--- src/rtl/gcd_rr_scheduler.sv ---
// Round-robin front end that time-shares one subtractive GCD engine between NREQ
// requesters; each result is returned tagged with the index of the requester that issued it.
module gcd_rr_scheduler #(
  parameter  int WIDTH = 16,
  parameter  int NREQ  = 4,
  localparam int IDW   = $clog2(NREQ)
) (
  input  logic                  clk,
  input  logic                  reset,
  input  logic [NREQ-1:0]       req_valid,
  input  logic [NREQ*WIDTH-1:0] req_a,
  input  logic [NREQ*WIDTH-1:0] req_b,
  output logic [NREQ-1:0]       req_ready,
  output logic                  rsp_valid,
  input  logic                  rsp_ready,
  output logic [IDW-1:0]        rsp_id,
  output logic [WIDTH-1:0]      rsp_z,
  output logic                  busy
);

  typedef enum logic [1:0] {IDLE, RUN, DONE} state_t;

  state_t               state_q, state_d;
  logic [IDW-1:0]       ptr_q, ptr_d;
  logic [IDW-1:0]       id_q, id_d;
  logic [WIDTH-1:0]     x_q, x_d;
  logic [WIDTH-1:0]     y_q, y_d;
  logic [WIDTH-1:0]     z_q, z_d;

  logic [NREQ-1:0][WIDTH-1:0] a_arr, b_arr;
  logic [NREQ-1:0]      gnt;
  logic [IDW-1:0]       gnt_idx;
  logic                 gnt_found;
  logic [IDW:0]         cand;
  logic [WIDTH-1:0]     a_sel, b_sel;

  assign a_arr = req_a;
  assign b_arr = req_b;

  // Search ptr, ptr+1, ... wrapping at NREQ; the first valid requester wins.
  always_comb begin
    gnt_found = 1'b0;
    gnt_idx   = '0;
    cand      = '0;
    gnt       = '0;
    for (int k = 0; k < NREQ; k++) begin
      cand = {1'b0, ptr_q} + (IDW+1)'(k);
      if (cand >= (IDW+1)'(NREQ)) cand = cand - (IDW+1)'(NREQ);
      if (!gnt_found && req_valid[cand[IDW-1:0]]) begin
        gnt_found = 1'b1;
        gnt_idx   = cand[IDW-1:0];
      end
    end
    if (gnt_found) gnt[gnt_idx] = 1'b1;
  end

  assign a_sel = a_arr[gnt_idx];
  assign b_sel = b_arr[gnt_idx];

  always_comb begin
    state_d = state_q;
    ptr_d   = ptr_q;
    id_d    = id_q;
    x_d     = x_q;
    y_d     = y_q;
    z_d     = z_q;
    case (state_q)
      IDLE: begin
        if (gnt_found) begin
          id_d    = gnt_idx;
          ptr_d   = (gnt_idx == IDW'(NREQ-1)) ? '0 : gnt_idx + 1'b1;
          // A zero 'a' is swapped out so the engine only ever sees y==0 as "finished".
          if (a_sel == '0) begin
            x_d = b_sel;
            y_d = '0;
          end else begin
            x_d = a_sel;
            y_d = b_sel;
          end
          state_d = RUN;
        end
      end
      RUN: begin
        if (y_q == '0) begin
          z_d     = x_q;
          state_d = DONE;
        end else if (x_q > y_q) begin
          x_d = x_q - y_q;
        end else begin
          y_d = y_q - x_q;
        end
      end
      DONE: begin
        if (rsp_ready) state_d = IDLE;
      end
      default: state_d = IDLE;
    endcase
  end

  always_ff @(posedge clk) begin
    if (reset) begin
      state_q <= IDLE;
      ptr_q   <= '0;
      id_q    <= '0;
      x_q     <= '0;
      y_q     <= '0;
      z_q     <= '0;
    end else begin
      state_q <= state_d;
      ptr_q   <= ptr_d;
      id_q    <= id_d;
      x_q     <= x_d;
      y_q     <= y_d;
      z_q     <= z_d;
    end
  end

  assign req_ready = (state_q == IDLE && !reset) ? gnt : '0;
  assign rsp_valid = (state_q == DONE);
  assign rsp_id    = id_q;
  assign rsp_z     = z_q;
  assign busy      = (state_q != IDLE);

endmodule
--- config.mk ---
export PLATFORM = sky130hd
export DESIGN_NAME = gcd_rr_scheduler
export DESIGN_NICKNAME = d
export VERILOG_FILES = /design/src/rtl/gcd_rr_scheduler.sv
export SDC_FILE = /design/constraint.sdc
export NUM_CORES = 1
export LEC_CHECK = 0
export ABC_AREA = 1
export BUFFER_PORTS_ARGS = -buffer_cell sky130_fd_sc_hd__buf_4
export CORE_ASPECT_RATIO = 2
export CORE_MARGIN = 2
export CORE_UTILIZATION = 30
export CTS_BUF_LIST = sky130_fd_sc_hd__clkbuf_4 sky130_fd_sc_hd__clkbuf_8
export CTS_CLUSTER_DIAMETER = 50
export DETAILED_ROUTE_END_ITERATION = 8
export GPL_TIMING_DRIVEN = 0
export PLACE_DENSITY_LB_ADDON = 0.15
export SLEW_MARGIN = 20
export SYNTH_ARGS = -nofsm -noshare
export SYNTH_HDL_FRONTEND = slang
export SYNTH_SLANG_ARGS = --single-unit
export TNS_END_PERCENT = 30
--- constraint.sdc ---
create_clock -name clk -period 2.8 [get_ports clk]
set_input_delay 0.42 -clock clk [delete_from_list [all_inputs] [get_ports clk]]
set_output_delay 0.42 -clock clk [all_outputs]
set_load 0.005 [all_outputs]
# After elaboration in Yosys (flattened, before gate mapping)
# Index checks and enable logic that the tools add are counted.
dict set report classes {
  n_eq_ne 9
  add_sub_neg 10
  reduce_logical 19
  n_lt_le_gt_ge 11
  muxes 43
}
# op n
set op_table {}
lappend op_table {{16-bit 2-to-1 mux} 10}
lappend op_table {{16-bit binary-select mux with 2-bit select} 2}
lappend op_table {{16-bit one-hot mux with 2 select lines} 2}
lappend op_table {{16-bit logical NOT} 2}
lappend op_table {{16-bit subtractor} 2}
lappend op_table {{2-bit 2-to-1 mux} 12}
lappend op_table {{16-bit greater-than comparator} 1}
lappend op_table {{2-bit by 3-bit less-than comparator with 1-bit output (second input constant)} 5}
lappend op_table {{2-bit != test (second input constant)} 5}
lappend op_table {{3-bit greater-or-equal comparator (second input constant)} 3}
lappend op_table {{1-bit 2-to-1 mux} 9}
lappend op_table {{1-bit binary-select mux with 2-bit select} 4}
lappend op_table {{4-bit 2-to-1 mux} 2}
lappend op_table {{4-bit AND reduction} 2}
lappend op_table {{2-bit by 1-bit subtractor with 2-bit output (second input constant)} 4}
lappend op_table {{2-bit by 2-bit adder with 3-bit output (second input constant)} 2}
lappend op_table {{2-bit one-hot mux with 3 select lines} 1}
lappend op_table {{1-bit logical AND} 5}
lappend op_table {{2-bit equality test (second input constant)} 2}
lappend op_table {{1-bit logical NOT} 4}
lappend op_table {{2-bit AND reduction} 2}
lappend op_table {{2-bit nonzero test} 2}
lappend op_table {{2-bit by 1-bit adder with 3-bit output (second input constant)} 1}
lappend op_table {{2-bit by 3-bit greater-or-equal comparator with 1-bit output (second input constant)} 1}
lappend op_table {{other kinds (7)} 7}
dict set report word_totals {
  in_bits 135
  regBits 54
  word_cells 98
}

# Longest topological paths before layout
dict set report depth {
  word_depth 20
  ltp_mapped 22
  ltp_nobuf 20
}

# Least setup slack after synthesis
# OpenSTA, ideal clock, no wires.
dict set report synth_path {
  path_type {flip-flop to flip-flop}
  from {register x_q[0]}
  to {register y_q[11]}
  setup_time_ps 70
  slack_ps 97
  required_time_ps 2730
  synth_period_minus_slack_ps 2703
  arrival_ps 2633
  stages_incl_launch_ff 16
  cell_sequence {dfxtp_1 -> inv_1 -> ha_1 -> fa_1 -> o21ai_0 -> a21oi_1 -> o21ai_1 -> nand2_1 -> nand2_1 -> o31ai_1 -> nor2_1 -> a21oi_1 -> inv_1 -> clkbuf_1 -> nor2_1 -> a21oi_1}
}
dict set report synth_via {
  elab_chain_len 4
  elab_cells_between_ends 7
}
# item line
set synth_rtl {}
lappend synth_rtl {{from (decl)} 26} ;# logic [WIDTH-1:0] x_q, x_d;
lappend synth_rtl {{from (signal assigned)} 105} ;# x_q <= '0;
lappend synth_rtl {{from (signal assigned)} 112} ;# x_q <= x_d;
lappend synth_rtl {{16-bit subtractor} 90} ;# y_d = y_q - x_q;
lappend synth_rtl {{16-bit 2-to-1 mux} 87} ;# end else if (x_q > y_q) begin
lappend synth_rtl {{16-bit 2-to-1 mux} 84} ;# if (y_q == '0) begin
lappend synth_rtl {{16-bit one-hot mux with 2 select lines} 67} ;# case (state_q)
lappend synth_rtl {{to (signal assigned)} 113} ;# y_q <= y_d;
lappend synth_rtl {{to (decl)} 27} ;# logic [WIDTH-1:0] y_q, y_d;
# Several ways; a longest one is shown, not always the timed one. The select of a mux whose other input is x is not followed.
# A chain may end at the register's enable or synchronous reset.

# Worst setup path in the final report
dict set report layout_path {
  from {register x_q[0]}
  to {register x_q[15]}
}
dict set report layout_via {
  elab_chain_len 4
  elab_cells_between_ends 7
}
# item line
set layout_rtl {}
lappend layout_rtl {{16-bit subtractor} 88} ;# x_d = x_q - y_q;
lappend layout_rtl {{16-bit 2-to-1 mux} 87}
lappend layout_rtl {{16-bit 2-to-1 mux} 84}
lappend layout_rtl {{16-bit one-hot mux with 2 select lines} 67}
# Several ways; a longest one is shown, not always the timed one. The select of a mux whose other input is x is not followed.

==> results_dict.tcl <==
set metrics [dict create \
    routed_wl_um 24600 \
    setup_slack_ns 0.00236 \
    grt_max_degree 17 \
    dieWidth_um 102 \
    synthTopCellsByArea "dfxtp_1, nand2_1, a21oi_1, o21ai_0, inv_1" \
    crit_path_top_delay_cell "fa_2" \
    max_stage_delay_ns 0.42 \
    critical_path.top_delay_family "compound AO/OA/AOI/OAI gates" \
    dp_hpwl_um 20700 \
    period_needed_ns 2.80 \
    critPathCaptureType "flip-flop" \
    vias 6967 \
    crit_path_cell_trace "inv_1, ha_2, fa_2, o21ai_4, a21oi_4, o21ai_2, nand2_1, nand2_2, o31ai_4, nor2_4, o21ai_4, buf_12, buf_4, buf_6, nor2_1, a21oi_2" \
    report.final.setup_viol 0 \
    setup.worst_path.start "x_q[0]" \
    critical_path_class "flip-flop to flip-flop" \
    die_h_um 201 \
    yosysMostFrequentCell "nand2_1" \
    status "complete, no violations" \
    reg2reg_setup_slack_ns 0.002 \
    synth_common_cells "nand2_1, inv_1, a21oi_1" \
    slew_headroom 0.469 \
    num_antenna_cells 0 \
    utilization 0.437 \
    drv_slew 0 \
    numPortBuffers 158 \
    path_common_cell "o21ai_4" \
    path_max_fanout 10 \
    seq_area_frac_synth 0.186 \
    syn_avg_cell_area_um2 5.97 \
    drc 0 \
    ctsHoldBuffers 0 \
    synth_warnings 0 \
    period_share 0.999 \
    ys_types 36 \
    place_area_mm2 0.00732 \
    row_count 72 \
    core_mm2 0.0192 \
    maxUsedRoutingLayer "met4" \
    htreeDepth 2 \
    route.met3.wl_um 929 \
    fill_cells 2098 \
    vdd_drop_max_mv 0.702 \
    holdWs_ns 0.269 \
    wl_met2_um 14700 \
    cp_num_cells 16 \
    critPathBufInv 4 \
    leakagePower_nw 4.05 \
    r2r-start "x_q[0]" \
    gp_congestion 0.920 \
    final_layout_size_suffix_gt1_frac 0.325 \
    syn_area_mm2 0.00581 \
    cts_root_buffer "clkbuf_8" \
    timing.final.hold_violations 0 \
    max_cap_violations 0 \
    min_delay_path_depth 2 \
    grt_pass1_vias 7171 \
    ff2ff_path_depth 16 \
    yosysTopAreaCell "dfxtp_1" \
    path_clk_slew_ns 0.11 \
    dr.pass1.iters 5 \
    antenna_found_initial 0 \
    skew_ns 0.0106 \
    avgViaCountPerCell 4.90 \
    crit_required_ns 3.03 \
    synth-seq-cells 54 \
    critPathCapture "x_q[15]" \
    hold_class "input pin to flip-flop" \
    ios 159 \
    dieArea_mm2 0.0206 \
    syn_nets 1145 \
    syn_to_final_growth_pct 44.4 \
    nNetsFinal 1334 \
    worstMarginPinSlew_ns 0.797 \
    grt_pass1_wl_um 37400 \
    design_area_mm2 0.00839 \
    synth_top_area_share 0.186 \
    startpoint_type "flip-flop" \
    synth-edff-count 0 \
    wl_per_cell_um 17.3 \
    clockBufferDepth 2 \
    wl_met1_um 7560 \
    worstReg2RegEnd "x_q[15]" \
    crit_arrival_ns 3.03 \
    clk_latency_ns 0.34 \
    rsz0062_at_grt "true" \
    ant_nets 0 \
    netlist_instances 973 \
    drt-initial-drc-count 236 \
    numCtsBuffers 5 \
    dp_slack_ns -1.33 \
    start_util 0.303 \
    setup_tns_ns 0 \
    synthFlopType "dfxtp_1" \
    async_reset_ff_frac 0 \
    power.density_mw_per_mm2 1380 \
    cts_tree "done" \
    grt-ovfl-total 0 \
    track_usage 0.240 \
    timing.fmax_mhz 357 \
    clock-sinks 54 \
]
per-stage QoR:
step	cells	total power (W)
floorplan	973	0.00659
CTS	1406	0.0106
detailed placement	1390	0.00905
finish	1422	0.0116
global route	1422	0.0126
global placement	1390	0.00902
worst min-delay path by stage:
stage	from	end	slack (ns)
2_1_floorplan	x_q[0]	rsp_z[0]	0.46
3_3_place_gp	x_q[0]	rsp_z[0]	0.50
3_5_place_dp	x_q[0]	rsp_z[0]	0.49
4_1_cts	reset	ptr_q[0]	0.26
5_1_grt	reset	ptr_q[0]	0.28
6_report	reset	ptr_q[0]	0.27
repair_timing:
item	CTS	global route
pin swaps	13	41
buffers inserted	14	15
gates cloned	0	2
gates resized for setup	87	116
setup endpoints to repair	48	36
layout by cell type (no fill, tap or decap), types with 15 or more instances in the layout:
master      n
buf_4     188
clkbuf_1   15
o21ai_0    98
dfxtp_1    44
ha_1       23
nand3_2    17
a21oi_1   127
nand3_1    67
nand2_2    39
nor2_1     63
inv_1     132
nand2_1   154
nand3b_1   25
final cells by class:
class,count,area [um2],share of cell area
multi-input cells,723,4400,0.524
repair buffers,189,1480,0.177
flip-flops and latches,54,1100,0.131
inverters,141,547,0.0652
plain buffers,48,420,0.0501
well taps,259,324,0.0386
clock buffers,6,76.3,0.00910
clock inverters,2,37.5,0.00447
state kept, by name (all words and copies together), names as in the netlist:
signal	cells
ptr_q	2
rsp_id	2
rsp_z	16
state_q	2
x_q	16
y_q	16
logic make-up after synthesis:
logic type	synth area share
buffers and inverters	0.139
AND/OR/NAND/NOR	0.340
flip-flops	0.186
adder cells (fa/ha/maj)	0.0823
XOR/XNOR	0.00754
AO/OA/AOI/OAI	0.245
routing by layer:
metal  global-route usage  vias to the layer above
met5                    0                        -
met4                0.137                        0
met3               0.0289                       58
met2                0.495                      211
met1                0.203                     3137
li1                     -                     3561
power by group:
group / leakage (nW) / internal (W) / switching, W
combinational: 3.55 / 0.00369 / 0.00605
sequential: 0.449 / 0.00102 / 0.000243
clock: 0.0548 / 0.000277 / 0.000302
No activity file was read; power rests on OpenSTA's default activity.
